<file path="config.mk">
export PLATFORM = sky130hd
export DESIGN_NAME = cv32e40p_fpu_lat_pipe_flat
export DESIGN_NICKNAME = d
export VERILOG_FILES = /design/src/rtl/cv32e40p_fpu_lat_pipe_if.sv /design/src/rtl/cv32e40p_fpu_lat_pipe.sv /design/src/flat_wrapper.sv
export SDC_FILE = /design/constraint.sdc
export NUM_CORES = 1
export LEC_CHECK = 0
export CAP_MARGIN = 20
export CORE_ASPECT_RATIO = 1.1
export CORE_MARGIN = 3
export CORE_UTILIZATION = 29
export DETAILED_ROUTE_END_ITERATION = 7
export GPL_ROUTABILITY_DRIVEN = 0
export HOLD_SLACK_MARGIN = 0.1
export PLACE_DENSITY = 0.83
export REMOVE_ABC_BUFFERS = 1
export SLEW_MARGIN = 15
export SYNTH_ARGS = -nofsm -noshare
export SYNTH_HDL_FRONTEND = slang
export SYNTH_SLANG_ARGS = --single-unit
</file>
<file path="constraint.sdc">
create_clock -name clk -period 1.8 [get_ports clk]
set_clock_uncertainty 0.05 [all_clocks]
set_input_delay 0.27 -clock clk [delete_from_list [all_inputs] [get_ports clk]]
set_output_delay 0.27 -clock clk [all_outputs]
set_load 0.02 [all_outputs]
</file>
<file path="src/rtl/cv32e40p_fpu_lat_pipe_if.sv">
// Request/response bundle between the FPU datapath, the latency pipe and writeback.
interface cv32e40p_fpu_lat_pipe_if #(
  parameter int DATA_WIDTH = 32,
  parameter int TAG_WIDTH  = 5
);
  logic                  req_valid;
  logic                  req_ready;
  logic                  req_class;
  logic [TAG_WIDTH-1:0]  req_tag;
  logic [DATA_WIDTH-1:0] req_data;
  logic                  resp_valid;
  logic                  resp_ready;
  logic [TAG_WIDTH-1:0]  resp_tag;
  logic [DATA_WIDTH-1:0] resp_data;

  // FPU / writeback side
  modport master (
    output req_valid, req_class, req_tag, req_data, resp_ready,
    input  req_ready, resp_valid, resp_tag, resp_data
  );

  // latency pipe side
  modport slave (
    input  req_valid, req_class, req_tag, req_data, resp_ready,
    output req_ready, resp_valid, resp_tag, resp_data
  );
endinterface

</file>
<file path="src/rtl/cv32e40p_fpu_lat_pipe.sv">
// Per-class latency pipe for FPU results. Ops enter stage S[L] and shift toward
// S[1], which drives writeback; L=0 ops bypass the stages combinationally.
module cv32e40p_fpu_lat_pipe #(
  parameter int DATA_WIDTH = 32,
  parameter int TAG_WIDTH  = 5,
  parameter int ADDMUL_LAT = 0,
  parameter int OTHERS_LAT = 0
) (
  input  logic                        clk,
  input  logic                        rst_n,
  input  logic                        flush_i,
  cv32e40p_fpu_lat_pipe_if.slave      bus,
  output logic                        busy_o,
  output logic [15:0]                 stall_cnt_o
);
  localparam int MAX_LAT = (ADDMUL_LAT > OTHERS_LAT) ? ADDMUL_LAT : OTHERS_LAT;
  localparam int SD      = (MAX_LAT == 0) ? 1 : MAX_LAT;

  if (ADDMUL_LAT < 0 || ADDMUL_LAT > 4 || OTHERS_LAT < 0 || OTHERS_LAT > 4) begin : g_bad_lat
    $error("cv32e40p_fpu_lat_pipe: latency parameters must be in 0..4");
  end

  logic [SD:1]                 w_vld;
  logic [SD:1][TAG_WIDTH-1:0]  w_tag;
  logic [SD:1][DATA_WIDTH-1:0] w_data;

  logic [2:0] w_lat;
  logic       w_lat0;
  logic       w_blk;
  logic       w_stall;
  logic       w_rdy;
  logic       w_acc;
  logic       w_pass;
  logic [15:0] r_cnt;

  // latency of the offered op and whether an older op would land at or after it
  always_comb begin
    w_lat  = bus.req_class ? 3'(OTHERS_LAT) : 3'(ADDMUL_LAT);
    w_lat0 = (w_lat == 3'd0);
    w_blk  = 1'b0;
    for (int j = 1; j <= SD; j++) begin
      // S[L] itself may be occupied: it shifts down the same edge the new op loads.
      if (w_vld[j] && (w_lat0 || j > int'(w_lat))) w_blk = 1'b1;
    end
  end

  assign w_stall = w_vld[1] & ~bus.resp_ready;
  assign w_rdy   = ~flush_i & ~w_blk & ~w_stall & (~w_lat0 | bus.resp_ready);
  assign w_acc   = bus.req_valid & w_rdy;
  assign w_pass  = w_acc & w_lat0;

  assign bus.req_ready  = w_rdy;
  assign bus.resp_valid = ~flush_i & (w_vld[1] | w_pass);
  assign bus.resp_tag   = w_vld[1] ? w_tag[1]  : bus.req_tag;
  assign bus.resp_data  = w_vld[1] ? w_data[1] : bus.req_data;

  assign busy_o      = |w_vld;
  assign stall_cnt_o = r_cnt;

  if (MAX_LAT > 0) begin : g_pipe
    for (genvar j = 1; j <= MAX_LAT; j++) begin : g_stg
      logic                  r_vld;
      logic [TAG_WIDTH-1:0]  r_tag;
      logic [DATA_WIDTH-1:0] r_data;
      logic                  w_load;
      logic                  w_nxt_vld;
      logic [TAG_WIDTH-1:0]  w_nxt_tag;
      logic [DATA_WIDTH-1:0] w_nxt_data;

      assign w_load = w_acc & (w_lat == 3'(j));

      if (j < MAX_LAT) begin : g_mid
        assign w_nxt_vld  = w_vld[j+1];
        assign w_nxt_tag  = w_tag[j+1];
        assign w_nxt_data = w_data[j+1];
      end else begin : g_top
        assign w_nxt_vld  = 1'b0;
        assign w_nxt_tag  = '0;
        assign w_nxt_data = '0;
      end

      // valid bit: flush clears, load wins over shift, stall holds
      always_ff @(posedge clk or negedge rst_n) begin
        if (!rst_n)        r_vld <= 1'b0;
        else if (flush_i)  r_vld <= 1'b0;
        else if (w_load)   r_vld <= 1'b1;
        else if (!w_stall) r_vld <= w_nxt_vld;
      end

      // payload follows the valid bit; no reset needed
      always_ff @(posedge clk) begin
        if (w_load) begin
          r_tag  <= bus.req_tag;
          r_data <= bus.req_data;
        end else if (!w_stall) begin
          r_tag  <= w_nxt_tag;
          r_data <= w_nxt_data;
        end
      end

      assign w_vld[j]  = r_vld;
      assign w_tag[j]  = r_tag;
      assign w_data[j] = r_data;
    end
  end else begin : g_none
    assign w_vld  = '0;
    assign w_tag  = '0;
    assign w_data = '0;
  end

  // saturating count of offered-but-refused cycles; flush cycles are not counted
  always_ff @(posedge clk or negedge rst_n) begin
    if (!rst_n) r_cnt <= 16'd0;
    else if (!flush_i && bus.req_valid && !w_rdy && r_cnt != 16'hFFFF) r_cnt <= r_cnt + 16'd1;
  end
endmodule

</file>
<file path="src/flat_wrapper.sv">
// flat-port wrapper written by rule: the top's interface ports become plain ports
module cv32e40p_fpu_lat_pipe_flat 
#(
  parameter int DATA_WIDTH = 32,
  parameter int TAG_WIDTH  = 5,
  parameter int ADDMUL_LAT = 0,
  parameter int OTHERS_LAT = 0
)
  (clk, rst_n, flush_i, busy_o, stall_cnt_o, bus_req_valid, bus_req_class, bus_req_tag, bus_req_data, bus_resp_ready, bus_req_ready, bus_resp_valid, bus_resp_tag, bus_resp_data);
  cv32e40p_fpu_lat_pipe_if #(.DATA_WIDTH(DATA_WIDTH), .TAG_WIDTH(TAG_WIDTH)) bus_i ();
  input  logic clk;
  input  logic rst_n;
  input  logic flush_i;
  output logic busy_o;
  output logic [15:0] stall_cnt_o;
  input wire logic [$bits(bus_i.req_valid)-1:0] bus_req_valid;
  input wire logic [$bits(bus_i.req_class)-1:0] bus_req_class;
  input wire logic [$bits(bus_i.req_tag)-1:0] bus_req_tag;
  input wire logic [$bits(bus_i.req_data)-1:0] bus_req_data;
  input wire logic [$bits(bus_i.resp_ready)-1:0] bus_resp_ready;
  output wire logic [$bits(bus_i.req_ready)-1:0] bus_req_ready;
  output wire logic [$bits(bus_i.resp_valid)-1:0] bus_resp_valid;
  output wire logic [$bits(bus_i.resp_tag)-1:0] bus_resp_tag;
  output wire logic [$bits(bus_i.resp_data)-1:0] bus_resp_data;
  assign bus_i.req_valid = bus_req_valid;
  assign bus_i.req_class = bus_req_class;
  assign bus_i.req_tag = bus_req_tag;
  assign bus_i.req_data = bus_req_data;
  assign bus_i.resp_ready = bus_resp_ready;
  assign bus_req_ready = bus_i.req_ready;
  assign bus_resp_valid = bus_i.resp_valid;
  assign bus_resp_tag = bus_i.resp_tag;
  assign bus_resp_data = bus_i.resp_data;
  cv32e40p_fpu_lat_pipe #(.DATA_WIDTH(DATA_WIDTH), .TAG_WIDTH(TAG_WIDTH), .ADDMUL_LAT(ADDMUL_LAT), .OTHERS_LAT(OTHERS_LAT)) u_core (.clk(clk), .rst_n(rst_n), .flush_i(flush_i), .bus(bus_i), .busy_o(busy_o), .stall_cnt_o(stall_cnt_o));
endmodule
</file>
Yosys cells after proc, flatten, opt, wreduce, memory -nomap -nowiden
Index checks and enable logic that the tools add are counted.
{"block": "op_classes", "n_reduce_logical": 5, "addsub": 1, "n_eq_ne": 1, "bitwise_logic": 4}
{"op": "16-bit by 1-bit adder with 16-bit output, second input constant", "count": 1}
{"op": "16-bit != test, second input constant", "count": 1}
{"op": "1-bit AND", "count": 3}
{"op": "1-bit logical AND", "count": 3}
{"op": "1-bit logical NOT", "count": 2}
{"op": "1-bit inverter", "count": 1}
{"block": "word_totals", "output_inout_bits": 56, "inputBits": 43, "elab_cells": 12, "regBits": 16}

Depth between registers and ports, before layout
{"block": "logic_depth", "depth_word": 5, "depth_mapped": 6}

Least setup slack after synthesis
No wires, ideal clock.
{"block": "synth_path", "path_kind": "flip-flop to flip-flop", "start": "register u_core.r_cnt[0], in the netlist u_core.stall_cnt_o[0]", "end": "register u_core.r_cnt[1], in the netlist u_core.stall_cnt_o[1]", "t_arrival_ns": 1.637, "synth_period_minus_slack_ns": 1.812, "required_ns": 1.625, "path_slack_ns": -0.012, "setup_ns": 0.125, "stages_incl_launch_ff": 7, "cell_sequence": "dfrtp_1 -> ha_1 -> and4_1 -> and4_4 -> buf_6 -> nor2_4 -> mux2_4"}
{"block": "synth_via", "elab_chain_cells": 2}
{"element": "start: declaration", "line_no": "cv32e40p_fpu_lat_pipe.sv:34", "source": "logic [15:0] r_cnt;"}
{"element": "start signal: assignment", "line_no": "cv32e40p_fpu_lat_pipe.sv:114", "source": "else if (!flush_i && bus.req_valid && !w_rdy && r_cnt != 16'hFFFF) r_cnt <= r_cnt + 16'd1;"}
{"element": "branches (longest 2 deep; another with 16-bit by 1-bit adder with 16-bit output)"}
Several ways; the timed one is not identified.
A chain may end at the register's enable or synchronous reset.

Worst setup path in the final report
{"block": "layout_path", "start": "input port bus_resp_ready", "end": "output port bus_resp_valid"}
{"block": "layout_via", "elab_chain_cells": 3}
{"element": "start: declaration", "line_no": "flat_wrapper.sv:20", "source": "input wire logic [$bits(bus_i.resp_ready)-1:0] bus_resp_ready;"}
{"element": "1-bit AND", "line_no": "cv32e40p_fpu_lat_pipe.sv:48", "source": "assign w_rdy = ~flush_i & ~w_blk & ~w_stall & (~w_lat0 | bus.resp_ready);"}
{"element": "1-bit AND", "line_no": "cv32e40p_fpu_lat_pipe.sv:49", "source": "assign w_acc = bus.req_valid & w_rdy;"}
{"element": "1-bit AND", "line_no": "cv32e40p_fpu_lat_pipe.sv:53", "source": "assign bus.resp_valid = ~flush_i & (w_vld[1] | w_pass);"}
{"element": "end: declaration", "line_no": "flat_wrapper.sv:22", "source": "output wire logic [$bits(bus_i.resp_valid)-1:0] bus_resp_valid;"}
Every way passes these cells.

==> flow_metrics.py <==
metrics = {
    "logic_synthesis": {
        "synth_compound_area_share_pct": 0.430,
        "synthMuxAreaShare_pct": 2.15,
        "synthFlopType": "dfrtp_1",
        "ys_top_cells_by_count": "buf_4 (38), dfrtp_1 (16), xor2_1 (10)",
        "synthTopCellsByArea": "dfrtp_1 (34%), buf_4 (25%), xor2_1 (7.5%)",
        "ys_types": 28,
        "async_reset_ff_share_pct": 100,
        "yosysMostFrequentCell": "buf_4",
        "yosysTopAreaCellShare_pct": 34.4,
        "synthAdderAreaFrac_pct": 1.08,
        "synth-simple-area-share_pct": 23.9,
        "netlist_area_um2": 1160,
        "yosys.area.top_type": "dfrtp_1",
        "ys_ff_latch": 16,
        "synth-xor-area-share_pct": 10.5,
        "synth_top_family_by_area": "buffers and inverters",
        "ys_warn_count": 0,
        "synth.avg_cell_area_um2": 10.3,
        "syn-instance-count": 113,
        "synth_edf_count": 0,
        "seq_area_frac_synth_pct": 34.4,
    },
    "critical_path": {
        "cp_data_arrival_time_ps": 1370,
        "cp_max_fo": 2,
        "worstSetupPathType": "input pin to output port",
        "cp.required_ps": 1480,
        "worstSetupEndpointType": "output port",
        "cpMaxStageDelayCell": "clkdlybuf4s50_1",
        "crit_chain": "clkdlybuf4s50_1, nor2b_1, and2_1, dlygate4sd2_1",
        "critical-path-max-stage-delay_ps": 470,
        "cp-start-kind": "input pin",
    },
    "pwr": {
        "combinationalPowerShare_pct": 35.5,
        "max-vdd-ir-drop_mv": 0.620,
        "power_frac_seq_pct": 39.3,
        "leakage_nw": 0.540,
        "p_int_mw": 0.841,
        "pwr-share-clk_pct": 25.2,
        "netSwitchingFraction_pct": 31.6,
        "power_density_nw_per_um2": 990,
        "p_switching_mw": 0.388,
    },
    "sta": {
        "setup_tns_ps": 0,
        "hold_ws_ps": 297,
        "min_period_over_period_pct": 93.9,
        "grt_setup_unrepaired": "no",
        "setup_viol_count_final": 0,
        "hold_viol_final": 0,
        "fmax_mhz": 592,
        "report.final.slew_viol_count": 0,
        "period_needed_ps": 1690,
    },
    "cells_and_area": {
        "layout-drive-gt1-share_pct": 20.0,
        "regArea_um2": 400,
        "diodes": 0,
        "multi_input_area_um2": 449,
        "n_fill_cell": 394,
        "fin_area_um2": 1240,
        "area_growth_pct": 6.67,
        "nNetsFinal": 150,
        "largest_register_ffs": 16,
        "final_cells": 155,
    },
    "clock_tree": {
        "cts_buffers": 3,
        "clkTransAtPathRegs_ps": 60,
        "root_buffer": "clkbuf_8",
        "cts_tree": "yes",
        "clkLatencyLatePin_ps": 250,
        "cts.sink_count": 16,
        "htree_levels": 1,
        "clockBufferDepth": 2,
    },
    "global_route": {
        "antenna_found_initial": 0,
        "grt_pass1_vias": 771,
        "grt_max_degree": 17,
        "grt_pass1_wl_mm": 4.84,
        "grt_usage_pct": 14.3,
        "overflow": 0,
    },
    "floorplan": {
        "std_cell_rows": 23,
        "die_w_um": 66.4,
        "dieArea_um2": 4810,
        "fp.dieH_um": 72.4,
        "initial_core_util_pct": 31.1,
        "core_um2": 3740,
        "pin_count": 99,
    },
    "detailed_routing": {
        "totalWireLength_mm": 3.28,
        "final_antenna_net_count": 0,
        "via_per_inst": 4.86,
        "wl_per_cell_um": 21.2,
        "vias": 753,
        "drtIter0Drc": 18,
        "route.detailed.drc": 0,
        "first_pass_iters": 4,
    },
    "flow_run": {
        "cap_violations": 0,
    },
    "placement": {
        "place_area_um2": 1190,
        "dp.cells": 151,
        "io_buffers": 22,
        "hpwl_mm": 2.60,
    },
    "min_path": {
        "hold_path.class": "input pin to asynchronous set/reset pin",
    },
    "run_status": {
        "status": "complete, no violations",
    },
}
critical path: cells and delay by family:
family,cells,cell delay (ps)
and+or+nand+nor,2,290
buffers and inverters,2,800
metal layers:
layer  global-route usage [%]  vias to the layer above  wire length [um]
li1                         -                      327                 -
met3                     16.7                        2               807
met4                     2.71                        0                14
met2                     13.9                       72              1020
met5                     2.27                        -                 0
met1                     19.0                      352              1440
cell families after synthesis:
logic type	after synthesis
buf+inv	42
simple gates	36
flops	16
xor+xnor	14
mux	2
fa+ha+maj	1
other cells	1
compound gates	1
power by group through the flow:
stage	combinational [mW]	clock (mW)	sequential, mW
4_1_cts	0.438	0.327	0.484
3_3_place_gp	0.433	0	0.486
2_1_floorplan	0.117	0	0.568
5_1_grt	0.467	0.338	0.497
6_report	0.436	0.309	0.483
3_5_place_dp	0.437	0	0.487
layout by cell type, fill, tap and decap left out, types with 2 or more instances in the layout:
master	count
xor2_1	10
clkdlybuf4s50_1	20
nor3_1	4
nor3b_1	2
nand3_1	4
and4_4	2
dlygate4sd2_1	2
xnor2_1	4
buf_4	7
dfrtp_1	16
nand4_1	5
nand2_1	5
nor4_4	3
and3_1	3
clkbuf_8	4
final cells by class:
class / count / share of cell area [%]
clock buffers: 4 / 4.44
multi-input cells: 55 / 36.2
inverters: 1 / 0.302
well taps: 50 / 5.04
repair buffers: 29 / 21.8
flip-flops and latches: 16 / 32.3
per-stage QoR:
step           worst slack (ps)  power [mW]  util (%)
2_1_floorplan              37.8       0.684         -
3_3_place_gp               -159       0.919      31.7
3_5_place_dp               -185       0.925      31.7
4_1_cts                    67.1        1.25      33.1
5_1_grt                    17.4        1.30      33.2
6_report                    110        1.23      33.2
repair_timing:
item | in CTS | in global routing
buffers inserted | 0 | 0
endpoints found under the setup margin | 2 | 4
pin swaps | 0 | 2
hold buffers | 0 | 0
resized for setup | 2 | 1
final timing paths:
kind                                             start  slack, ps                      to  depth (start not counted)
worst max-delay path                    bus_resp_ready        110          bus_resp_valid                          4
worst min-delay path                             rst_n        300  u_core.stall_cnt_o[11]                          2
worst max register to register   u_core.stall_cnt_o[1]        120   u_core.stall_cnt_o[1]                          5
worst min register to register  u_core.stall_cnt_o[15]        430  u_core.stall_cnt_o[15]                          1
max in group asynchronous                        rst_n       1220   u_core.stall_cnt_o[4]                          2
min in group clk                u_core.stall_cnt_o[15]        430  u_core.stall_cnt_o[15]                          1
(Power assumes the default switching activity.)
